<file path="src/rtl/spi_pkg.sv">
// Shared types and constants for the SPI slave endpoint.
package spi_pkg;

  localparam int unsigned SPI_FRAME_W = 12;

  typedef enum logic [1:0] {
    IDLE    = 2'd0,
    SHIFT   = 2'd1,
    WAIT_CS = 2'd2
  } spi_slv_state_t;

endpackage

</file>
<file path="src/rtl/spi_slave_txrx_if.sv">
// SPI bus pins plus the tx/rx word handshake of the slave endpoint.
interface spi_slave_txrx_if
  import spi_pkg::*;
#(
  parameter int unsigned DATA_W = SPI_FRAME_W
) ();

  logic              sclk;
  logic              cs;
  logic              mosi;
  logic              miso;
  logic [DATA_W-1:0] tx_data;
  logic              tx_valid;
  logic              tx_ready;
  logic [DATA_W-1:0] rx_data;
  logic              rx_valid;
  logic              busy;
  logic              tx_underrun;
  logic              frame_abort;

  modport slave (
    input  sclk, cs, mosi, tx_data, tx_valid,
    output miso, tx_ready, rx_data, rx_valid, busy, tx_underrun, frame_abort
  );

  modport master (
    output sclk, cs, mosi, tx_data, tx_valid,
    input  miso, tx_ready, rx_data, rx_valid, busy, tx_underrun, frame_abort
  );

endinterface

</file>
<file path="src/rtl/spi_sync_edge.sv">
// Multi-flop input synchroniser with rise/fall pulses from one extra delayed copy.
// SYNC_STAGES must be at least 2.
module spi_sync_edge #(
  parameter int unsigned SYNC_STAGES = 2,
  parameter logic        RST_VAL     = 1'b0
) (
  input  logic clk,
  input  logic rst_n,
  input  logic i_d,
  output logic o_sync,
  output logic o_rise_c,
  output logic o_fall_c
);

  logic [SYNC_STAGES-1:0] r_sync;
  logic                   r_prev;

  // Synchroniser chain plus one delayed copy for edge detection.
  always_ff @(posedge clk or negedge rst_n) begin
    if (!rst_n) begin
      r_sync <= {SYNC_STAGES{RST_VAL}};
      r_prev <= RST_VAL;
    end else begin
      r_sync <= {r_sync[SYNC_STAGES-2:0], i_d};
      r_prev <= r_sync[SYNC_STAGES-1];
    end
  end

  assign o_sync   = r_sync[SYNC_STAGES-1];
  assign o_rise_c = r_sync[SYNC_STAGES-1] & ~r_prev;
  assign o_fall_c = ~r_sync[SYNC_STAGES-1] & r_prev;

endmodule

</file>
<file path="src/rtl/spi_slave_txrx.sv">
// Oversampled full-duplex SPI mode-0 slave, LSB first, with a one-word tx holding register.
module spi_slave_txrx
  import spi_pkg::*;
#(
  parameter int unsigned DATA_W      = SPI_FRAME_W,
  parameter int unsigned SYNC_STAGES = 2
) (
  input  logic            clk,
  input  logic            rst_n,
  spi_slave_txrx_if.slave bus
);

  localparam int unsigned      CNT_W    = $clog2(DATA_W + 1);
  localparam logic [CNT_W-1:0] CNT_FULL = CNT_W'(DATA_W);

  logic w_sclk_sync_unused;
  logic w_sclk_rise;
  logic w_sclk_fall;
  logic w_cs_sync;
  logic w_cs_rise;
  logic w_cs_fall;
  logic w_mosi_sync;
  logic w_mosi_rise_unused;
  logic w_mosi_fall_unused;

  spi_slv_state_t r_state;
  spi_slv_state_t w_state_nxt;

  logic [CNT_W-1:0]       r_cnt,         w_cnt_nxt;
  logic [DATA_W-1:0]      r_rx_shift,    w_rx_shift_nxt;
  logic [DATA_W-1:0]      r_tx_shift,    w_tx_shift_nxt;
  logic [DATA_W-1:0]      r_hold,        w_hold_nxt;
  logic                   r_tx_ready,    w_tx_ready_nxt;
  logic                   r_miso,        w_miso_nxt;
  logic [DATA_W-1:0]      r_rx_data,     w_rx_data_nxt;
  logic                   r_rx_valid,    w_rx_valid_nxt;
  logic                   r_tx_underrun, w_tx_underrun_nxt;
  logic                   r_frame_abort, w_frame_abort_nxt;
  logic                   r_busy;
  logic [SYNC_STAGES-1:0] r_settle;
  logic                   r_cs_armed;

  spi_sync_edge #(.SYNC_STAGES(SYNC_STAGES), .RST_VAL(1'b0)) u_sync_sclk (
    .clk      (clk),
    .rst_n    (rst_n),
    .i_d      (bus.sclk),
    .o_sync   (w_sclk_sync_unused),
    .o_rise_c (w_sclk_rise),
    .o_fall_c (w_sclk_fall)
  );

  spi_sync_edge #(.SYNC_STAGES(SYNC_STAGES), .RST_VAL(1'b1)) u_sync_cs (
    .clk      (clk),
    .rst_n    (rst_n),
    .i_d      (bus.cs),
    .o_sync   (w_cs_sync),
    .o_rise_c (w_cs_rise),
    .o_fall_c (w_cs_fall)
  );

  spi_sync_edge #(.SYNC_STAGES(SYNC_STAGES), .RST_VAL(1'b0)) u_sync_mosi (
    .clk      (clk),
    .rst_n    (rst_n),
    .i_d      (bus.mosi),
    .o_sync   (w_mosi_sync),
    .o_rise_c (w_mosi_rise_unused),
    .o_fall_c (w_mosi_fall_unused)
  );

  // Arm frame start only after cs has been seen high with a flushed synchroniser,
  // so a cs held low across reset release cannot start a frame.
  always_ff @(posedge clk or negedge rst_n) begin
    if (!rst_n) begin
      r_settle   <= '0;
      r_cs_armed <= 1'b0;
    end else begin
      r_settle   <= {r_settle[SYNC_STAGES-2:0], 1'b1};
      r_cs_armed <= r_cs_armed | (&r_settle & w_cs_sync);
    end
  end

  // State register.
  always_ff @(posedge clk or negedge rst_n) begin
    if (!rst_n) r_state <= IDLE;
    else        r_state <= w_state_nxt;
  end

  // Next-state, datapath and output decode.
  always_comb begin
    w_state_nxt       = r_state;
    w_cnt_nxt         = r_cnt;
    w_rx_shift_nxt    = r_rx_shift;
    w_tx_shift_nxt    = r_tx_shift;
    w_hold_nxt        = r_hold;
    w_tx_ready_nxt    = r_tx_ready;
    w_miso_nxt        = r_miso;
    w_rx_data_nxt     = r_rx_data;
    w_rx_valid_nxt    = 1'b0;
    w_tx_underrun_nxt = 1'b0;
    w_frame_abort_nxt = 1'b0;

    // A handshake on the cs_fall clk lands in the holding register for the next frame.
    if (bus.tx_valid && r_tx_ready) begin
      w_hold_nxt     = bus.tx_data;
      w_tx_ready_nxt = 1'b0;
    end

    case (r_state)
      IDLE: begin
        w_miso_nxt = 1'b0;
        if (w_cs_fall && r_cs_armed) begin
          w_state_nxt = SHIFT;
          w_cnt_nxt   = '0;
          if (!r_tx_ready) begin
            w_tx_shift_nxt = r_hold;
            w_miso_nxt     = r_hold[0];
            w_tx_ready_nxt = 1'b1;
          end else begin
            w_tx_shift_nxt    = '0;
            w_tx_underrun_nxt = 1'b1;
          end
        end
      end

      SHIFT: begin
        if (w_cs_rise && (r_cnt < CNT_FULL)) begin
          w_frame_abort_nxt = 1'b1;
          w_state_nxt       = IDLE;
          w_miso_nxt        = 1'b0;
          w_tx_shift_nxt    = '0;
        end else if (r_cnt == CNT_FULL) begin
          w_rx_data_nxt  = r_rx_shift;
          w_rx_valid_nxt = 1'b1;
          w_miso_nxt     = 1'b0;
          w_state_nxt    = w_cs_rise ? IDLE : WAIT_CS;
        end else begin
          if (w_sclk_rise) begin
            w_rx_shift_nxt = {w_mosi_sync, r_rx_shift[DATA_W-1:1]};
            w_cnt_nxt      = r_cnt + CNT_W'(1);
          end
          if (w_sclk_fall) begin
            w_tx_shift_nxt = r_tx_shift >> 1;
            w_miso_nxt     = r_tx_shift[1];
          end
        end
      end

      WAIT_CS: begin
        w_miso_nxt = 1'b0;
        if (w_cs_rise) w_state_nxt = IDLE;
      end

      default: begin
        w_state_nxt = IDLE;
        w_miso_nxt  = 1'b0;
      end
    endcase
  end

  // Datapath and output registers.
  always_ff @(posedge clk or negedge rst_n) begin
    if (!rst_n) begin
      r_cnt         <= '0;
      r_rx_shift    <= '0;
      r_tx_shift    <= '0;
      r_hold        <= '0;
      r_tx_ready    <= 1'b1;
      r_miso        <= 1'b0;
      r_rx_data     <= '0;
      r_rx_valid    <= 1'b0;
      r_tx_underrun <= 1'b0;
      r_frame_abort <= 1'b0;
      r_busy        <= 1'b0;
    end else begin
      r_cnt         <= w_cnt_nxt;
      r_rx_shift    <= w_rx_shift_nxt;
      r_tx_shift    <= w_tx_shift_nxt;
      r_hold        <= w_hold_nxt;
      r_tx_ready    <= w_tx_ready_nxt;
      r_miso        <= w_miso_nxt;
      r_rx_data     <= w_rx_data_nxt;
      r_rx_valid    <= w_rx_valid_nxt;
      r_tx_underrun <= w_tx_underrun_nxt;
      r_frame_abort <= w_frame_abort_nxt;
      r_busy        <= (w_state_nxt != IDLE);
    end
  end

  assign bus.miso        = r_miso;
  assign bus.tx_ready    = r_tx_ready;
  assign bus.rx_data     = r_rx_data;
  assign bus.rx_valid    = r_rx_valid;
  assign bus.busy        = r_busy;
  assign bus.tx_underrun = r_tx_underrun;
  assign bus.frame_abort = r_frame_abort;

endmodule

</file>
<file path="src/flat_wrapper.sv">
// flat-port wrapper written by rule: the top's interface ports become plain ports
module spi_slave_txrx_flat import spi_pkg::*;
#(
  parameter int unsigned DATA_W      = SPI_FRAME_W,
  parameter int unsigned SYNC_STAGES = 2
)
  (clk, rst_n, bus_sclk, bus_cs, bus_mosi, bus_tx_data, bus_tx_valid, bus_miso, bus_tx_ready, bus_rx_data, bus_rx_valid, bus_busy, bus_tx_underrun, bus_frame_abort);
  spi_slave_txrx_if #(.DATA_W(DATA_W)) bus_i ();
  input  logic clk;
  input  logic rst_n;
  input wire logic [$bits(bus_i.sclk)-1:0] bus_sclk;
  input wire logic [$bits(bus_i.cs)-1:0] bus_cs;
  input wire logic [$bits(bus_i.mosi)-1:0] bus_mosi;
  input wire logic [$bits(bus_i.tx_data)-1:0] bus_tx_data;
  input wire logic [$bits(bus_i.tx_valid)-1:0] bus_tx_valid;
  output wire logic [$bits(bus_i.miso)-1:0] bus_miso;
  output wire logic [$bits(bus_i.tx_ready)-1:0] bus_tx_ready;
  output wire logic [$bits(bus_i.rx_data)-1:0] bus_rx_data;
  output wire logic [$bits(bus_i.rx_valid)-1:0] bus_rx_valid;
  output wire logic [$bits(bus_i.busy)-1:0] bus_busy;
  output wire logic [$bits(bus_i.tx_underrun)-1:0] bus_tx_underrun;
  output wire logic [$bits(bus_i.frame_abort)-1:0] bus_frame_abort;
  assign bus_i.sclk = bus_sclk;
  assign bus_i.cs = bus_cs;
  assign bus_i.mosi = bus_mosi;
  assign bus_i.tx_data = bus_tx_data;
  assign bus_i.tx_valid = bus_tx_valid;
  assign bus_miso = bus_i.miso;
  assign bus_tx_ready = bus_i.tx_ready;
  assign bus_rx_data = bus_i.rx_data;
  assign bus_rx_valid = bus_i.rx_valid;
  assign bus_busy = bus_i.busy;
  assign bus_tx_underrun = bus_i.tx_underrun;
  assign bus_frame_abort = bus_i.frame_abort;
  spi_slave_txrx #(.DATA_W(DATA_W), .SYNC_STAGES(SYNC_STAGES)) u_core (.clk(clk), .rst_n(rst_n), .bus(bus_i));
endmodule
</file>
<file path="config.mk">
export PLATFORM = sky130hd
export DESIGN_NAME = spi_slave_txrx_flat
export DESIGN_NICKNAME = d
export VERILOG_FILES = /design/src/rtl/spi_pkg.sv /design/src/rtl/spi_slave_txrx_if.sv /design/src/rtl/spi_sync_edge.sv /design/src/rtl/spi_slave_txrx.sv /design/src/flat_wrapper.sv
export SDC_FILE = /design/constraint.sdc
export NUM_CORES = 1
export LEC_CHECK = 0
export BUFFER_PORTS_ARGS = -buffer_cell sky130_fd_sc_hd__buf_2
export CORE_MARGIN = 2
export CORE_UTILIZATION = 36
export CTS_CLUSTER_SIZE = 28
export DETAILED_ROUTE_END_ITERATION = 10
export PLACE_DENSITY = 0.57
export SLEW_MARGIN = 20
export SYNTH_ARGS = -nofsm -noshare
export SYNTH_HDL_FRONTEND = slang
export SYNTH_SLANG_ARGS = --single-unit
</file>
<file path="constraint.sdc">
create_clock -name clk -period 1.7 [get_ports clk]
set_input_delay 0.34 -clock clk [delete_from_list [all_inputs] [get_ports clk]]
set_output_delay 0.34 -clock clk [all_outputs]
set_load 0.05 [all_outputs]
</file>
==> flow_metrics.env <==
export IMPL_status="finished clean"
export IMPL_finalSetupViolCount=0
export IMPL_rr_worst_depth=5
export IMPL_p_leak_nw=1.744
export IMPL_drt_vias_per_instance=4.656
export IMPL_crit_required_ns=1.93
export IMPL_grt_pass1_vias=1739
export IMPL_synth_edf_count=0
export IMPL_synthFlopType="dfrtp_1"
export IMPL_yosys_warnings=0
export IMPL_rsz0062_at_grt="yes"
export IMPL_routed_wl_mm=4.975
export IMPL_clock_power_share=0.292
export IMPL_r2r_start="u_core.u_sync_cs.r_sync[1]"
export IMPL_syn_to_final_growth_pct=25.95
export IMPL_diodes=0
export IMPL_grt_pass1_wl_mm=8.625
export IMPL_htreeDepth=3
export IMPL_critPathLaunchType="flop"
export IMPL_drcViolationCount=0
export IMPL_combPwrFrac=0.230
export IMPL_synth_compound_area_frac=0.07763
export IMPL_hold_viol_final=0
export IMPL_synth_area_per_cell_um2=14.56
export IMPL_vias=1704
export IMPL_netlist_instances=197
export IMPL_mappedNetlistNets=217
export IMPL_clk_pin_slew_worst_paths_ns=0.08
export IMPL_maxSlewViolCount=0
export IMPL_arrival_ns=1.88
export IMPL_hold_path_endpoint="u_core.u_sync_mosi.r_sync[0]"
export IMPL_core_um2=7727
export IMPL_final_setup_tns_ns=0
export IMPL_first_pass_iters=4
export IMPL_max_freq_mhz=604.9
export IMPL_synthArstFlopShare=1.000
export IMPL_grt_use_total=0.1308
export IMPL_timing_rr_end="u_core.r_tx_shift[3]"
export IMPL_skew_ns=0.009486
export IMPL_antenna_found_initial=0
export IMPL_start_util=0.3713
export IMPL_yosysTopAreaCell="dfrtp_1"
export IMPL_synthesis_area_um2=2869
export IMPL_port_buffers=35
export IMPL_clk_latency_ns=0.35
export IMPL_cts_sinks=70
export IMPL_drive_gt1_frac=0.5303
export IMPL_synth_top_family_by_area="multiplexers"
export IMPL_synth_fa_ha_area_frac=0.008722
export IMPL_ios=36
export IMPL_ys_types=42
export IMPL_drv_cap=0
export IMPL_reg2reg_slack_ns=0.05
export IMPL_die_w_um=93.27
export IMPL_ys_ff_latch=70
export IMPL_worst_path_max_fanout=11
export IMPL_period_share=0.9724
export IMPL_root_buffer="clkbuf_8"
export IMPL_worst_slew_pin_slew_ns=0.5049
export IMPL_period_needed_ns=1.653
export IMPL_fp_dieH_um=93.27
export IMPL_p_sw_mw=1.337
export IMPL_min_delay_start="bus_mosi"
export IMPL_ys_seq_area_frac=0.6123
export IMPL_crit_type="flop to flop"
export IMPL_fp_row_count=32
export IMPL_ant_nets=0
export IMPL_ys_top_cells_by_area="dfrtp_1 (58%), mux2_2 (15%), mux2_4 (4.2%)"
export IMPL_cp_end_kind="flop"
export IMPL_synth_top_cell_area_share=0.5757
export IMPL_internal_power_mw=3.360
export IMPL_finalNetCount=279
export IMPL_relSlewSlack=0.6626
export IMPL_numCtsBuffers=9
export IMPL_p_seq_frac=0.478
export IMPL_yosysMostFrequentCell="dfrtp_1"
export IMPL_holdCritPathClass="input pin to flop"
export IMPL_sw_frac_of_total=0.2846
export IMPL_grt_start_max_net_pins=38
export IMPL_overflow=0
export IMPL_drt_iter0_markers=33
export IMPL_synth_xor_area_frac=0
export IMPL_place_gp_congestion=0.8254
export IMPL_dp_hpwl_mm=3.512
export IMPL_routedWlPerCell_um=13.59
export IMPL_synth_common_cells="dfrtp_1 (66), mux2_2 (37), a22o_1 (9)"
export IMPL_vdd_drop_max_mv=0.6413
export IMPL_cts_tree="yes"
export IMPL_p_per_area_nw_per_um2=1300
export IMPL_fin_cells=366
export IMPL_placedCellCount=348
export IMPL_synth_area_mux_share=0.1976
export IMPL_clock_path_buffers=2
export IMPL_dieArea_um2=8699
export IMPL_synth_simple_area_share=0.07937
export IMPL_worstHoldPathCells=1
power by group through the flow:
stage / Clock, mW / Sequential (mW) / Combinational (mW)
3_5_place_dp: 0 / 2.27 / 1.07
6_report: 1.37 / 2.24 / 1.08
3_3_place_gp: 0 / 2.27 / 1.04
5_1_grt: 1.52 / 2.30 / 1.18
4_1_cts: 1.42 / 2.25 / 1.07
2_1_floorplan: 0 / 2.28 / 0.721
final cells by class:
cell class / count / area (µm²)
clock buffers: 9 / 123.9
clock inverters: 7 / 81.33
fillers: 683 / 4114
inverters: 7 / 26.28
multi-input cells: 114 / 1089
flip-flops and latches: 70 / 1760
well taps: 102 / 127.6
repair buffers: 57 / 405.4
layer usage:
metal  vias up  track usage  part of all wire
met1       827       0.1836              0.50
met2        37       0.1793              0.43
met3        10      0.04835             0.042
met5         -            0                 0
li1        830            -                 -
met4         0      0.05882             0.022
sequential cells by signal, summed over array words and instances (netlist names):
| register | cells |
|---|---|
| u_core.bus.busy | 1 |
| u_core.bus.frame_abort | 1 |
| u_core.bus.miso | 1 |
| u_core.bus.rx_data | 12 |
| u_core.bus.rx_valid | 1 |
| u_core.bus.tx_ready | 1 |
| u_core.bus.tx_underrun | 1 |
| u_core.r_cnt | 4 |
| u_core.r_cs_armed | 1 |
| u_core.r_hold | 12 |
| u_core.r_rx_shift | 12 |
| u_core.r_settle | 2 |
| u_core.r_state | 2 |
| u_core.r_tx_shift | 11 |
| u_core.u_sync_cs.r_prev | 1 |
| u_core.u_sync_cs.r_sync | 2 |
| u_core.u_sync_mosi.r_sync | 2 |
| u_core.u_sync_sclk.r_prev | 1 |
| u_core.u_sync_sclk.r_sync | 2 |
kinds of logic after synthesis:
logic type	after synthesis
other	1
AO/OA/AOI/OAI	26
AND/OR/NAND/NOR	37
flip-flops	70
multiplexers	48
buffers and inverters	13
adder cells (fa/ha/maj)	2
cell usage in the layout (no fill, tap or decap), drive strengths merged, types with 2 or more instances in the layout:
master,Yosys,routed
nor2b,4,4
dfrtp,66,66
clkinv,0,3
a22o,9,9
dfstp,4,4
nand2b,3,3
a21oi,4,4
ha,2,2
and3,2,2
buf,5,56
nand3,2,2
mux2i,3,3
nand2,8,8
o21ai,2,2
and2,3,3
nor2,9,9
clkbuf,1,9
o211ai,2,2
mux2,45,45
inv,7,9
o31ai,2,2
worst max-delay path: stages, from the launching register on:
cell	delay [ns]
dfstp_2	0.58
nor2b_4	0.21
a21oi_2	0.10
buf_12	0.15
a22o_1	0.23
mux2_4	0.27
per-stage QoR:
stage | worst slack, ns | util | area [µm²] | power, mW | hold WS (ns)
3_3_place_gp | 0.02784 | 0.4328 | 3344 | 3.309 | 0.2813
2_1_floorplan | 0.02390 | - | 2869 | 2.998 | 0.04441
4_1_cts | 0.01662 | 0.4613 | 3565 | 4.735 | 0.07847
6_report | 0.04689 | 0.4676 | 3613 | 4.696 | 0.09851
3_5_place_dp | 0.005909 | 0.4328 | 3344 | 3.339 | 0.2921
5_1_grt | -0.009919 | 0.4676 | 3613 | 4.998 | 0.06894
worst max-delay path by stage:
stage                                     startpoint                     to  slack [ns]
final                     u_core.u_sync_cs.r_sync[1]   u_core.r_tx_shift[3]        0.05
after global routing      u_core.u_sync_cs.r_sync[1]   u_core.r_tx_shift[3]       -0.01
after CTS                    u_core.u_sync_cs.r_prev   u_core.r_tx_shift[7]        0.02
after detailed placement  u_core.u_sync_cs.r_sync[1]   u_core.r_tx_shift[3]       0.006
after global placement             u_core.r_state[0]        u_core.r_cnt[2]        0.03
after floorplan              u_core.u_sync_cs.r_prev  u_core.r_tx_shift[10]        0.02
repair_timing:
action / 4_1_cts / 5_1_grt
endpoints found under the setup margin: 1 / 31
endpoints found under the hold margin: 13 / 0
hold buffers: 1 / 0
setup buffers: 0 / 1
resized for setup: 1 / 11
No activity file was read; power rests on OpenSTA's default activity.
